**src/rtl/quadrant_pkg.sv**
```systemverilog
// Shared constants and types for the quadrant encoder/decoder pair.
package quadrant_pkg;

  localparam logic [1:0] QUAD_A = 2'd0;
  localparam logic [1:0] QUAD_B = 2'd1;
  localparam logic [1:0] QUAD_C = 2'd2;
  localparam logic [1:0] QUAD_D = 2'd3;

  localparam int QUAD_WIDTH  = 105;
  localparam int FRAME_CNT_W = 8;

  // Decoder frame FSM: IDLE (nothing dirty), FILL (collecting), COMMIT (copy cycle).
  typedef enum logic [1:0] {
    IDLE   = 2'd0,
    FILL   = 2'd1,
    COMMIT = 2'd2
  } state_t;

endpackage

```
**src/rtl/quadrant_if.sv**
```systemverilog
// Write/commit bus into the decoder and the committed quadrant outputs back out.
interface quadrant_if
  import quadrant_pkg::*;
#(
  parameter int WIDTH = QUAD_WIDTH
);
  logic                   wr_en;
  logic [1:0]             wr_quadrant;
  logic [WIDTH-1:0]       wr_data;
  logic                   commit;
  logic [WIDTH-1:0]       outA;
  logic [WIDTH-1:0]       outB;
  logic [WIDTH-1:0]       outC;
  logic [WIDTH-1:0]       outD;
  logic [3:0]             dirty;
  logic                   frame_valid;
  logic                   overwrite_err;
  logic [FRAME_CNT_W-1:0] frame_count;

  modport master (
    output wr_en, wr_quadrant, wr_data, commit,
    input  outA, outB, outC, outD, dirty, frame_valid, overwrite_err, frame_count
  );

  modport slave (
    input  wr_en, wr_quadrant, wr_data, commit,
    output outA, outB, outC, outD, dirty, frame_valid, overwrite_err, frame_count
  );
endinterface

```
**src/rtl/quadrant_bank.sv**
```systemverilog
// One quadrant: a shadow register written by the update engine and a
// committed register that only follows the shadow on a frame copy.
module quadrant_bank
  import quadrant_pkg::*;
#(
  parameter int WIDTH = QUAD_WIDTH
) (
  input  logic             clk_in,
  input  logic             rst,
  input  logic             load,
  input  logic             copy,
  input  logic [WIDTH-1:0] data,
  output logic [WIDTH-1:0] committed
);
  logic [WIDTH-1:0] shadow_q;
  logic [WIDTH-1:0] committed_q;

  // Shadow takes new data on load; committed samples the pre-load shadow on copy.
  always_ff @(posedge clk_in or posedge rst) begin
    if (rst) begin
      shadow_q    <= '0;
      committed_q <= '0;
    end else begin
      if (load) shadow_q <= data;
      if (copy) committed_q <= shadow_q;
    end
  end

  assign committed = committed_q;
endmodule

```
**src/rtl/quadrant_decoder.sv**
```systemverilog
// Steers tagged quadrant slices into shadow banks and publishes all dirty
// quadrants together on a frame commit.
module quadrant_decoder
  import quadrant_pkg::*;
(
  input  logic     clk_in,
  input  logic     rst,
  quadrant_if.slave bus
);
  state_t                 state_q, state_d;
  logic [3:0]             dirty_q, dirty_d;
  logic                   err_q, err_d;
  logic                   frame_valid_q;
  logic [FRAME_CNT_W-1:0] frame_count_q;
  logic [3:0]             wr_onehot;
  logic                   copy_en;
  logic [QUAD_WIDTH-1:0]  out_w [4];

  // Decode the write target and derive next dirty mask / overwrite error.
  // In COMMIT the mask is cleared first, so a write there starts the next frame.
  always_comb begin
    wr_onehot = 4'b0000;
    if (bus.wr_en) wr_onehot = 4'b0001 << bus.wr_quadrant;
    copy_en = (state_q == COMMIT);
    dirty_d = (copy_en ? 4'b0000 : dirty_q) | wr_onehot;
    err_d   = !copy_en && ((dirty_q & wr_onehot) != 4'b0000);
  end

  // Next-state logic: commit on a full mask or an explicit request while filling.
  always_comb begin
    state_d = state_q;
    case (state_q)
      IDLE:    if (bus.wr_en) state_d = FILL;
      FILL:    if ((dirty_d == 4'b1111) || bus.commit) state_d = COMMIT;
      COMMIT:  state_d = bus.wr_en ? FILL : IDLE;
      default: state_d = IDLE;
    endcase
  end

  // State, dirty mask, pulses and frame counter registers.
  always_ff @(posedge clk_in or posedge rst) begin
    if (rst) begin
      state_q       <= IDLE;
      dirty_q       <= 4'b0000;
      err_q         <= 1'b0;
      frame_valid_q <= 1'b0;
      frame_count_q <= '0;
    end else begin
      state_q       <= state_d;
      dirty_q       <= dirty_d;
      err_q         <= err_d;
      frame_valid_q <= copy_en;
      if (copy_en) frame_count_q <= frame_count_q + FRAME_CNT_W'(1);
    end
  end

  // Only quadrants dirty in the committing frame are copied; others hold.
  for (genvar gi = 0; gi < 4; gi++) begin : g_bank
    quadrant_bank #(.WIDTH(QUAD_WIDTH)) u_bank (
      .clk_in    (clk_in),
      .rst       (rst),
      .load      (wr_onehot[gi]),
      .copy      (copy_en && dirty_q[gi]),
      .data      (bus.wr_data),
      .committed (out_w[gi])
    );
  end

  assign bus.outA          = out_w[QUAD_A];
  assign bus.outB          = out_w[QUAD_B];
  assign bus.outC          = out_w[QUAD_C];
  assign bus.outD          = out_w[QUAD_D];
  assign bus.dirty         = dirty_q;
  assign bus.frame_valid   = frame_valid_q;
  assign bus.overwrite_err = err_q;
  assign bus.frame_count   = frame_count_q;
endmodule

```
**src/flat_wrapper.sv**
```systemverilog
// flat-port wrapper written by rule: the top's interface ports become plain ports
module quadrant_decoder_flat import quadrant_pkg::*;
  (clk_in, rst, bus_wr_en, bus_wr_quadrant, bus_wr_data, bus_commit, bus_outA, bus_outB, bus_outC, bus_outD, bus_dirty, bus_frame_valid, bus_overwrite_err, bus_frame_count);
  quadrant_if #(.WIDTH((QUAD_WIDTH))) bus_i ();
  input  logic clk_in;
  input  logic rst;
  input wire logic [$bits(bus_i.wr_en)-1:0] bus_wr_en;
  input wire logic [$bits(bus_i.wr_quadrant)-1:0] bus_wr_quadrant;
  input wire logic [$bits(bus_i.wr_data)-1:0] bus_wr_data;
  input wire logic [$bits(bus_i.commit)-1:0] bus_commit;
  output wire logic [$bits(bus_i.outA)-1:0] bus_outA;
  output wire logic [$bits(bus_i.outB)-1:0] bus_outB;
  output wire logic [$bits(bus_i.outC)-1:0] bus_outC;
  output wire logic [$bits(bus_i.outD)-1:0] bus_outD;
  output wire logic [$bits(bus_i.dirty)-1:0] bus_dirty;
  output wire logic [$bits(bus_i.frame_valid)-1:0] bus_frame_valid;
  output wire logic [$bits(bus_i.overwrite_err)-1:0] bus_overwrite_err;
  output wire logic [$bits(bus_i.frame_count)-1:0] bus_frame_count;
  assign bus_i.wr_en = bus_wr_en;
  assign bus_i.wr_quadrant = bus_wr_quadrant;
  assign bus_i.wr_data = bus_wr_data;
  assign bus_i.commit = bus_commit;
  assign bus_outA = bus_i.outA;
  assign bus_outB = bus_i.outB;
  assign bus_outC = bus_i.outC;
  assign bus_outD = bus_i.outD;
  assign bus_dirty = bus_i.dirty;
  assign bus_frame_valid = bus_i.frame_valid;
  assign bus_overwrite_err = bus_i.overwrite_err;
  assign bus_frame_count = bus_i.frame_count;
  quadrant_decoder u_core (.clk_in(clk_in), .rst(rst), .bus(bus_i));
endmodule
```
**config.mk**
```make
export PLATFORM = sky130hd
export DESIGN_NAME = quadrant_decoder_flat
export DESIGN_NICKNAME = d
export VERILOG_FILES = /design/src/rtl/quadrant_pkg.sv /design/src/rtl/quadrant_if.sv /design/src/rtl/quadrant_bank.sv /design/src/rtl/quadrant_decoder.sv /design/src/flat_wrapper.sv
export SDC_FILE = /design/constraint.sdc
export NUM_CORES = 2
export LEC_CHECK = 0
export ABC_AREA = 1
export CORE_UTILIZATION = 53
export DETAILED_ROUTE_END_ITERATION = 12
export HOLD_SLACK_MARGIN = 0.12
export PLACE_DENSITY = 0.84
export SLEW_MARGIN = 10
export SYNTH_ARGS = -nofsm -noshare
export SYNTH_HDL_FRONTEND = slang
export SYNTH_SLANG_ARGS = --single-unit
```
**constraint.sdc**
```tcl
create_clock -name clk_in -period 48.3 [get_ports clk_in]
set_clock_uncertainty 0.05 [all_clocks]
set_input_delay 14.49 -clock clk_in [delete_from_list [all_inputs] [get_ports clk_in]]
set_output_delay 14.49 -clock clk_in [all_outputs]
set_load 0.02 [all_outputs]
```
==> key figures <==
Run status
  – Outcome: finished clean

Timing
  – Min Clock Period, post-route: between 15000 and 20000 ps
  – WHS: approximately 430 ps
  – Max Fclk: 56.0 MHz
  – Total negative slack: 0 ps
  – Tcrit/Tclk final: 0.370
  – Worst setup margin: 30430 ps
  – Final Hold Fails: 0
  – RSZ-0062 raised after global routing: no
  – Max-slew violation count: 0
  – Final setup violating endpoints: 0
  – Tightest Pin Transition: roughly 1200 ps
  – Slew margin rel.: 0.170

Clock network
  – Setup bufs post-CTS: 0
  – H-tree depth: 3
  – Worst skew pair latency: 630 ps
  – Clk root buf: clkbuf_16
  – Clock transition at path regs: around 60 ps
  – Post-CTS Hold Buffers: 0
  – Num CTS Buffers: 84
  – CTS tree: built
  – Clock sink total: 856
  – Maximum clock insertion buffer count: 3
  – Post-cts sizing count: 0

Job
  – Maximum capacitance violations: 0

Pwr
  – Worst vdd ir: 0.0497 mV
  – PwrDens: about 67 mW/mm2
  – Part of the power in registers: 0.398
  – Clk network pwr share: 0.246
  – Cell Int Power: about 1800 uW
  – P_sw: ~910 uW
  – Sw Ratio: 0.332
  – Leak pwr: 0.0197 uW
  – Design Power: 2730 uW
  – Comb pwr share: 0.355

Cells and area
  – Ant. Diodes: 0
  – Final Non-Filler Cells: about 3800
  – Register area: around 0.021 mm2
  – Multi-input logic area: about 0.0095 mm2
  – Share of cells above drive strength 1: 0.197
  – Filler cells: 3776
  – Nets@finish: 3052
  – Synth-to-layout area growth: 27.5%
  – Most common cell after layout, fill and taps aside: dfrtp_1
  – Most frequent cells in the layout: 856 x dfrtp_1, 544 x clkdlybuf4s50_1, 441 x nand2_1, 421 x o21ai_0, 220 x mux2_2

Yosys
  – Yosys reg bits: approximately 860
  – Mapped Cells: roughly 2400
  – Compound-Gate Fraction of Synth Area: 0.0661
  – Yosys warning count: 0
  – Post-Synth Adder-Cell Area: 0.000390
  – Area leader, netlist: dfrtp_1
  – Post-synth top area share: 0.668
  – XOR/XNOR Fraction of Synth Area: 0.00191
  – Primary FF master, synth: dfrtp_1
  – Register area share after synthesis: 0.668
  – Synthesized Nets: between 2000 and 3000
  – Average size of a mapped cell: between 10 and 15 um2
  – Mux share of post-synthesis cell area: 0.171
  – Largest cells by area after synthesis: dfrtp_1 67%, mux2_4 9.4%, mux2_2 7.7%
  – Largest family of logic cells by synthesized area: multiplexers
  – Yosys cell types: 22
  – Post-synth EDFFs: 0
  – Post-Synth Simple-Gate Area: 0.0549
  – Fraction of registers with async set/reset: 1.00
  – Cell Area, Synth: 0.0320 mm2

Setup path
  – CP required: roughly 49000 ps
  – Worst setup SP type: primary input
  – Arr. time, crit path: between 15000 and 20000 ps
  – Setup crit end kind: asynchronous set/reset pin
  – Crit path to: u_core.g_bank[0].u_bank.shadow_q[53]
  – R2R Setup Slk: between 40000 and 50000 ps
  – Setup crit start: rst
  – Crit path max fanout: ~150
  – CP Class: primary input to asynchronous set/reset pin
  – Reg2reg start: u_core.state_q[1]
  – R2R depth: 5
  – R2R Path End: u_core.g_bank[0].u_bank.committed[51]

GRT
  – Largest net degree at the start of global routing: approximately 150
  – Global-route wire length before repair: approximately 130000 um
  – Initial antenna violation count: 2
  – Vias in the first global route: 22717
  – Tot GR Track Use: 0.287
  – Total grt overflow: 0

Floorplan
  – Row count: slightly below 90
  – Starting Density: 0.540
  – Die height: approximately 250 um
  – Die ar.: approximately 0.061 mm2
  – Die X: roughly 250 um
  – # IOs: roughly 550
  – Core area: about 0.059 mm2

Place
  – DP HPWL: approximately 55000 um
  – Placed cells: ~3600
  – PortBufs: ~540
  – Setup WS pre-CTS: around 30000 ps
  – Routability congestion estimate: around 0.85

Min path
  – Hold crit path type: register to register
  – Hold path cells: 2

Route
  – DRC Markers: 0
  – Routed len/inst: approximately 23 um
  – Vias: 21139
  – Routed Wire Length: between 80000 and 90000 um
  – Post-route ant nets: 0
  – Vias per cell: about 5.6
  – DR iter-0 viols: around 1600
  – Drt pass-1 iters: 6
[through the flow]
step | util | area, um2
2_1_floorplan | - | 32000
3_3_place_gp | 0.640 | 38000
3_5_place_dp | 0.640 | 38000
4_1_cts | 0.688 | 40900
5_1_grt | 0.688 | 40900
6_report | 0.688 | 40900
[final cells by class]
| class | instances | area share |
|---|---|---|
| clock buffers | 120 | 0.0604 |
| clock inverters | 31 | 0.00962 |
| inverters | 120 | 0.0113 |
| multi-input cells | 1312 | 0.233 |
| flip-flops and latches | 856 | 0.524 |
| well taps | 773 | 0.0237 |
| repair buffers | 566 | 0.137 |
[state kept, by name, summed over array words and instances, names as in the netlist]
name and flops:
u_core.g_bank.u_bank.committed 420, u_core.g_bank.u_bank.shadow_q 420, u_core.bus.frame_count 8, u_core.bus.dirty 4, u_core.state_q 2, u_core.bus.frame_valid 1, u_core.bus.overwrite_err 1
[power by group through the flow]
stage | clock network [uW] | registers [uW] | logic [uW]
after floorplan | 0 | 1250 | 323
after global placement | 0 | 1070 | 940
after detailed placement | 0 | 1090 | 960
after CTS | 680 | 1090 | 973
after global routing | 710 | 1110 | 1020
final | 673 | 1090 | 970
[cells by family (layout without fill, tap and decap cells)]
group / after synthesis / after routing
AOI/OAI and AO/OA: 423 / 423
adders and majority gates: 1 / 1
DFF: 856 / 856
buffers and inverters: 256 / 837
muxes: 420 / 420
xor gates and xnor gates: 7 / 7
and+or+nand+nor: 461 / 461
[critical path, stage by stage]
cell	delay, ps
clkdlybuf4s50_1	490
inv_8	670
buf_4	860
buf_4	910
buf_4	790
[per-layer routing]
metal	share of wire	global-route usage	wire length [um]	vias up
li1	-	-	-	9081
met4	0.039	0.119	3410	4
met3	0.095	0.0971	8320	200
met2	0.48	0.467	42500	936
met1	0.38	0.351	33400	10918
met5	0.00032	0	28	-
[how the worst min path moves through the flow]
stage                                          start                               endpoint  slack (ps)
2_1_floorplan  u_core.g_bank[0].u_bank.shadow_q[100]  u_core.g_bank[0].u_bank.shadow_q[100]         400
3_3_place_gp    u_core.g_bank[1].u_bank.shadow_q[86]   u_core.g_bank[1].u_bank.shadow_q[86]         410
3_5_place_dp    u_core.g_bank[3].u_bank.shadow_q[56]   u_core.g_bank[3].u_bank.shadow_q[56]         420
4_1_cts         u_core.g_bank[3].u_bank.shadow_q[64]   u_core.g_bank[3].u_bank.shadow_q[64]         430
5_1_grt         u_core.g_bank[3].u_bank.shadow_q[69]   u_core.g_bank[3].u_bank.shadow_q[69]         450
6_report        u_core.g_bank[3].u_bank.shadow_q[64]   u_core.g_bank[3].u_bank.shadow_q[64]         430
[synthesized netlist by cell type, drive strengths merged (2+ instances only)]
cell type	number
nand2	446
mux2	420
dfrtp	856
inv	120
nor3	2
o21ai	421
clkbuf	60
buf	76
xor2	6
o22ai	2
nand3	6
nor2	6
(Power assumes the default switching activity.)
